--- src/rtl/prog_loader.sv ---
// prog_loader
//   Program RAM owner and stream loader for the single-cycle core. A program
//   arrives as a framed byte stream (length, payload, checksum) on a
//   valid/ready link. The core is held in reset until a frame has been
//   received and its checksum verified. Instructions are served
//   combinationally from the RAM so the core fetch path is unchanged.
//
// Ports
//   clk          system clock, rising edge
//   reset        synchronous active-high reset
//   ld_start     one-cycle pulse: begin or restart a load
//   ld_valid     stream byte valid
//   ld_data      stream byte
//   ld_ready     loader accepts a byte this cycle (LEN/DATA/CSUM)
//   pc           core program counter
//   instruction  mem[pc] when loaded and pc < prog_len, else 0
//   core_reset   registered reset to the core, low only in RUN
//   loaded       program verified, core running
//   err          last load failed
//   prog_len     length of the last verified program (0..DEPTH)
//
// state | meaning
// ------+---------------------------------------------
// IDLE  | nothing loaded since reset
// LEN   | waiting for the length byte
// DATA  | receiving payload bytes into the RAM
// CSUM  | waiting for the checksum byte
// RUN   | program verified, core released
// ERR   | frame rejected, core held in reset

module prog_loader #(
    parameter int ADDR_W = 5,
    parameter int DEPTH  = 32,
    parameter int DATA_W = 8
) (
    input  logic              clk,
    input  logic              reset,
    input  logic              ld_start,
    input  logic              ld_valid,
    input  logic [DATA_W-1:0] ld_data,
    output logic              ld_ready,
    input  logic [ADDR_W-1:0] pc,
    output logic [DATA_W-1:0] instruction,
    output logic              core_reset,
    output logic              loaded,
    output logic              err,
    output logic [ADDR_W:0]   prog_len
);

    localparam int LEN_W = ADDR_W + 1;
    localparam logic [31:0] DEPTH_U = 32'(DEPTH);

    typedef enum logic [2:0] {
        S_IDLE,
        S_LEN,
        S_DATA,
        S_CSUM,
        S_RUN,
        S_ERR
    } state_t;

    state_t            state;
    logic [LEN_W-1:0]  len_q;
    logic [LEN_W-1:0]  idx;
    logic [DATA_W-1:0] sum;
    logic [DATA_W-1:0] mem [DEPTH];

    logic accept;
    logic len_ok;
    logic last_byte;

    assign ld_ready  = (state == S_LEN) || (state == S_DATA) || (state == S_CSUM);
    assign accept    = ld_valid && ld_ready;
    assign len_ok    = (32'(ld_data) >= 32'd1) && (32'(ld_data) <= DEPTH_U);
    assign last_byte = (idx == len_q - LEN_W'(1));

    always_ff @(posedge clk) begin
        if (reset) begin
            state      <= S_IDLE;
            core_reset <= 1'b1;
            loaded     <= 1'b0;
            err        <= 1'b0;
            prog_len   <= '0;
            len_q      <= '0;
            idx        <= '0;
            sum        <= '0;
        end else if (ld_start) begin
            // restart wins over any byte presented in the same cycle
            state      <= S_LEN;
            core_reset <= 1'b1;
            loaded     <= 1'b0;
            err        <= 1'b0;
        end else begin
            case (state)
                S_LEN: begin
                    if (accept) begin
                        if (len_ok) begin
                            len_q <= LEN_W'(ld_data);
                            idx   <= '0;
                            sum   <= '0;
                            state <= S_DATA;
                        end else begin
                            err        <= 1'b1;
                            core_reset <= 1'b1;
                            loaded     <= 1'b0;
                            state      <= S_ERR;
                        end
                    end
                end
                S_DATA: begin
                    if (accept) begin
                        sum <= sum + ld_data;
                        idx <= idx + LEN_W'(1);
                        if (last_byte) begin
                            state <= S_CSUM;
                        end
                    end
                end
                S_CSUM: begin
                    if (accept) begin
                        if (ld_data == sum) begin
                            prog_len   <= len_q;
                            core_reset <= 1'b0;
                            loaded     <= 1'b1;
                            state      <= S_RUN;
                        end else begin
                            err        <= 1'b1;
                            core_reset <= 1'b1;
                            loaded     <= 1'b0;
                            state      <= S_ERR;
                        end
                    end
                end
                default: ;
            endcase
        end
    end

    // RAM is not reset; only payload bytes that are actually consumed write it
    always_ff @(posedge clk) begin
        if (!reset && !ld_start && (state == S_DATA) && accept) begin
            mem[idx[ADDR_W-1:0]] <= ld_data;
        end
    end

    always_comb begin
        instruction = '0;
        if (loaded && ({1'b0, pc} < prog_len)) begin
            instruction = mem[pc];
        end
    end

endmodule

--- config.mk ---
export PLATFORM = sky130hd
export DESIGN_NAME = prog_loader
export DESIGN_NICKNAME = d
export VERILOG_FILES = /design/src/rtl/prog_loader.sv
export SDC_FILE = /design/constraint.sdc
export NUM_CORES = 1
export LEC_CHECK = 0
export ABC_AREA = 1
export CORE_MARGIN = 2
export CORE_UTILIZATION = 40
export CTS_CLUSTER_DIAMETER = 50
export DETAILED_ROUTE_END_ITERATION = 12
export SLEW_MARGIN = 25
export SYNTH_ARGS = -nofsm -noshare
export SYNTH_HDL_FRONTEND = slang
export SYNTH_SLANG_ARGS = --single-unit
--- constraint.sdc ---
create_clock -name clk -period 3.9 [get_ports clk]
set_clock_uncertainty 0.1 [all_clocks]
set_input_delay 0.585 -clock clk [delete_from_list [all_inputs] [get_ports clk]]
set_output_delay 0.585 -clock clk [all_outputs]
set_load 0.02 [all_outputs]
Word-level counts from Yosys, hierarchy flattened
Memories as Yosys holds them, arrays and structs flattened.
Cells that the tools add are included.
W data, S select, Z words.

word-level totals
  bits in registers = 32
  memory bits (writable) = 256
  input port bits = 17
  output and inout port bits = 18
  logic and storage cells = 87
  memories kept = 1

memories
  name  depth  width  read ports  clocked after memory_dff  write ports  RTL line  source
  mem   32     8      1           0                         1            66        logic [DATA_W-1:0] mem [DEPTH];

operators by class
  add/sub/neg operators = 3
  order comparisons = 3
  equality and inequality tests = 16
  mux-type cells = 32
  bitwise operators = 1
  reduce and logical (&&, ||, !) cells = 22

operator list
  kind                   count
  $mux W8                4
  $reduce_and A5 Y1      4
  $mux W6                3
  $pmux W8 S2            1
  $mux W3                5
  $mux W1                14
  $ne A2 B2 Y1 const B   7
  $ne A3 B3 Y1 const B   4
  $pmux W6 S2            1
  $reduce_and A4 Y1      3
  $pmux W3 S3            1
  $add A8 B8 Y8          1
  $eq A8 B8 Y1           1
  $ge A8 B1 Y1 const B   1
  $le A8 B6 Y1 const B   1
  $add A6 B1 Y6 const B  1
  $eq A3 B2 Y1 const B   2
  $eq A6 B6 Y1           1
  $logic_and A1 B1 Y1    6
  $lt A5 B6 Y1           1
  $pmux W1 S2            3
  $sub A6 B1 Y6 const B  1
  $reduce_bool A2 Y1     2
  $reduce_bool A4 Y1     1
  other kinds (6)        8

Longest topological paths before layout
Gate-level depths: netlist (run 1).

  depth after elaboration = 7
  depth in mapped cells = 14
  mapped depth without buffers = 14

Worst setup path before layout (run 1)
No wires, ideal clock.

  path kind = input port to output port
  start point = input port pc[0]
  end point = output port instruction[4]
  data arrival time = 1.821 ns
  data required time = 3.215 ns
  setup slack = 1.394 ns
  stages on the path = 11
  path buffers = 2
  cell sequence = inv_2 -> buf_4 -> clkbuf_1 -> nand2_1 -> a22oi_1 -> nand2_1 -> nand3_1 -> nand2_1 -> nand2_1 -> nand2_1 -> nor2_1

on the way
  word-level cells in the longest chain between the ends = 3
  elaborated cells on any way between the ends = 4
  classes of those cells = order compare: 1; mux: 1; reduce/logical: 1; memory: 1

ends and longest elaborated chain
  element                                                 RTL line  source
  start, declared                                         42        input logic [ADDR_W-1:0] pc,
  branches (longest 2 deep; another with $mem_v2 Z32 W8)  --
  $mux W8 *                                               148       if (loaded && ({1'b0, pc} < prog_len)) begin
  end, declared                                           43        output logic [DATA_W-1:0] instruction,

Every way passes the cells marked *.

Final worst setup path (run 1)
  start point = input port pc[2]
  end point = output port instruction[7]

Same word-level chain as after synthesis.

==> out/metrics.yaml, run 1 <==
clock_tree:
  insertion_delay_ps: 510
  clockBufferDepth: 3
  numClockSinks: 288
  cts.repair.resized: 0
  cts_root_buffer: "clkbuf_16"
  clk_pin_slew_worst_paths_ps: 50
  cts_tree: "yes"
  cts_setup_buffers: 0
  cts_htree_levels: 2
  cts_hold_buffers: 0
  cts_buffers: 34
timing:
  relSlewSlack_pct: 64.4
  finalSetupViolCount: 0
  slew_viol_final: 0
  holdWs_ps: 353
  finalCritPeriodShare_pct: 91.3
  fmax_ghz: 0.281
  rsz0062_at_grt: "no"
  tightest_slew_ps: 533
  hold_violations: 0
  finalSetupTns_ps: 0
  period_needed_ps: 3560
synthesis:
  synthDistinctLibCells: 36
  yosysWarnings: 0
  yosysSeqAreaShare_pct: 67.5
  synth_flop_cell: "edfxtp_1"
  synth_area_leaders: "edfxtp_1, nand2_1, dfxtp_1, nand3_1, a21oi_1"
  async_reset_ff_share_pct: 0
  synth_seq_cells: 288
  syn_area_sq_mm: 0.0123
  postSynthAreaPerCell_sq_um: 10.8
  synth_top_area_share_pct: 62.3
  synth_edf_count: 256
  yosys.area.top_type: "edfxtp_1"
  syn-instance-count: 1141
  syn_nets: 1175
detailed_routing:
  drt_iter0_drc: 809
  wire_per_inst_um: 19.6
  viasPerCell: 5.33
  firstDrtPassIters: 5
  drc_errors: 0
  antenna_left: 0
  finalWirelength_um: 32100
  vias: 8721
critical_path:
  crit_fanout: 34
  worst_ep_arrival_time_ps: 2880
  worstPathCellList: "clkdlybuf4s50_1, buf_4, nand2_1, nand3_1, nand2_1, nand2_1, nand2_1, nor2_1, clkdlybuf4s50_1"
  endpoint_kind: "primary output"
  critPathSlowestCell: "clkdlybuf4s50_1"
  critPathLaunch: "pc[2]"
  r2r-start: "state[1]"
  r2r_slack_ps: 1610
  r2r_end: "mem[28][2]"
  cp_slowest_stage_delay_ps: 630
  cpMostUsedCell: "nand2_1"
  crit_type: "input pin to primary output"
  r2r_cells: 7
  startpoint_type: "input pin"
  critPathRequiredTime_ps: 3210
floorplanning:
  fp.dieArea_sq_mm: 0.0323
  ios: 35
  start_util_pct: 40.5
  core_sq_mm: 0.0305
  die_y_um: 180
  rows: 64
  fp.dieW_um: 180
power_and_ir_drop:
  p_leak_nw: 5.23
  ir_worst_vdd_mv: 0.323
  power_density_mw_per_mm2: 460
finish:
  layout.nets: 1250
  instances_no_fill: 1637
  multi_input_area_sq_mm: 0.00358
  ff_latch_area_sq_mm: 0.00833
  nFillCells: 2738
  area_growth_pct: 17.6
  drive_gt1_share_pct: 11.0
flow_run:
  max_cap_violations: 0
min_path:
  hold_depth: 2
  hold_class: "register to register"
  hold_end: "err"
  hp-start: "err"
run_status:
  status: "finished clean"
placement:
  hpwl_um: 20100
  port_buffers: 34
  gp_congestion: 0.840
  place_inst: 1576
global_route:
  antenna_found_initial: 1
  grt_overflow: 0
  grt_pass1_wl_um: 49400
  grt_use_total_pct: 19.8
  grt_max_degree: 56
  grt_pass1_vias: 8504
==> synthesized netlist by cell type (all sizes together) (2+ instances only) <==
| cell type | instances |
|---|---|
| nand3 | 117 |
| dfxtp | 32 |
| a22oi | 38 |
| buf | 24 |
| nand2 | 311 |
| nor3 | 5 |
| or2 | 3 |
| o22ai | 2 |
| nor2 | 83 |
| nand4 | 3 |
| ha | 16 |
| xnor2 | 2 |
| o221ai | 6 |
| xor2 | 3 |
| clkbuf | 36 |
| inv | 47 |
| o211ai | 2 |
| o21ai | 35 |
| a21oi | 115 |
| edfxtp | 256 |
==> state kept, by name, indices dropped and copies added, names as in the netlist <==
| register | flops |
|---|---|
| err | 1 |
| len_q | 6 |
| prog_len | 6 |
| mem | 256 |
| state | 3 |
| sum | 8 |
| loaded | 1 |
| idx | 6 |
| core_reset | 1 |
==> metal layers <==
layer | global-route usage (%) | share of wire (%) | up-vias
li1 | - | - | 4174
met1 | 27.4 | 44 | 4172
met2 | 31.7 | 47 | 314
met3 | 3.30 | 6.9 | 61
met4 | 6.99 | 3.0 | 0
met5 | 0 | 0 | -
==> placed cells by master (no fill, tap or decap), types with 7 or more instances in the layout <==
cell type and count:
a22oi_1 38, dfxtp_1 32, a21oi_1 115, nand2_1 307, nor2_1 80, edfxtp_1 256, clkbuf_1 8, o21ai_1 12
o21ai_0 23, buf_4 59, clkdlybuf4s50_1 32, nand3_1 117, inv_1 38, ha_1 16, buf_12 7, inv_2 8
clkbuf_16 35
==> worst max-delay path: cells and delay by family <==
family	cells	cell delay, ps
and+or+nand+nor	6	640
buffers and inverters	3	1630
==> area by class of cell <==
type | instances | share of cell area, %
Antenna cell | 1 | 0.0172
Clock buffer | 43 | 6.24
Clock inverter | 17 | 0.793
Inverter | 48 | 1.26
Multi-Input combinational cell | 745 | 24.7
Sequential cell | 288 | 57.4
Tap cell | 396 | 3.41
Timing Repair Buffer | 99 | 6.26
==> where the power goes <==
group | leakage, nW | switching [W] | internal (W) | total, W
sequential | 2.56 | 0.00000163 | 0.00336 | 0.00336
combinational | 2.17 | 0.000284 | 0.000126 | 0.000410
clock | 0.499 | 0.00124 | 0.00167 | 0.00291
total | 5.23 | 0.00153 | 0.00515 | 0.00668
==> worst max path at each step <==
stage / end / cells after the start
6_report: instruction[7] / 9
3_5_place_dp: instruction[2] / 9
4_1_cts: instruction[2] / 9
3_3_place_gp: instruction[7] / 9
2_1_floorplan: instruction[4] / 11
5_1_grt: instruction[1] / 12
==> cells by family after synthesis <==
group / synth area share (%)
XOR/XNOR: 0.355
buffers and inverters: 3.55
AND/OR/NAND/NOR: 17.6
flip-flops: 67.5
AO/OA/AOI/OAI: 9.24
adder cells (fa/ha/maj): 1.78
==> stage by stage <==
step                      power [W]  cell area, sq um  worst slack [ps]  utilization, %
after floorplan             0.00364             12300              1390               -
after global placement      0.00383             13500               367            44.2
after detailed placement    0.00383             13500               362            44.2
after CTS                   0.00672             14500               357            47.6
after global routing        0.00686             14500               208            47.6
final                       0.00668             14500               340            47.6
Note: power is estimated with default switching activity, not from simulation.
==> run 2: changes to the inputs <==
CAP_MARGIN = 20   (was not set)
GPL_ROUTABILITY_DRIVEN = 0   (was not set)
==> results of run 2 <==
No change in the layout: final DEF, timing and power equal those of run 1.
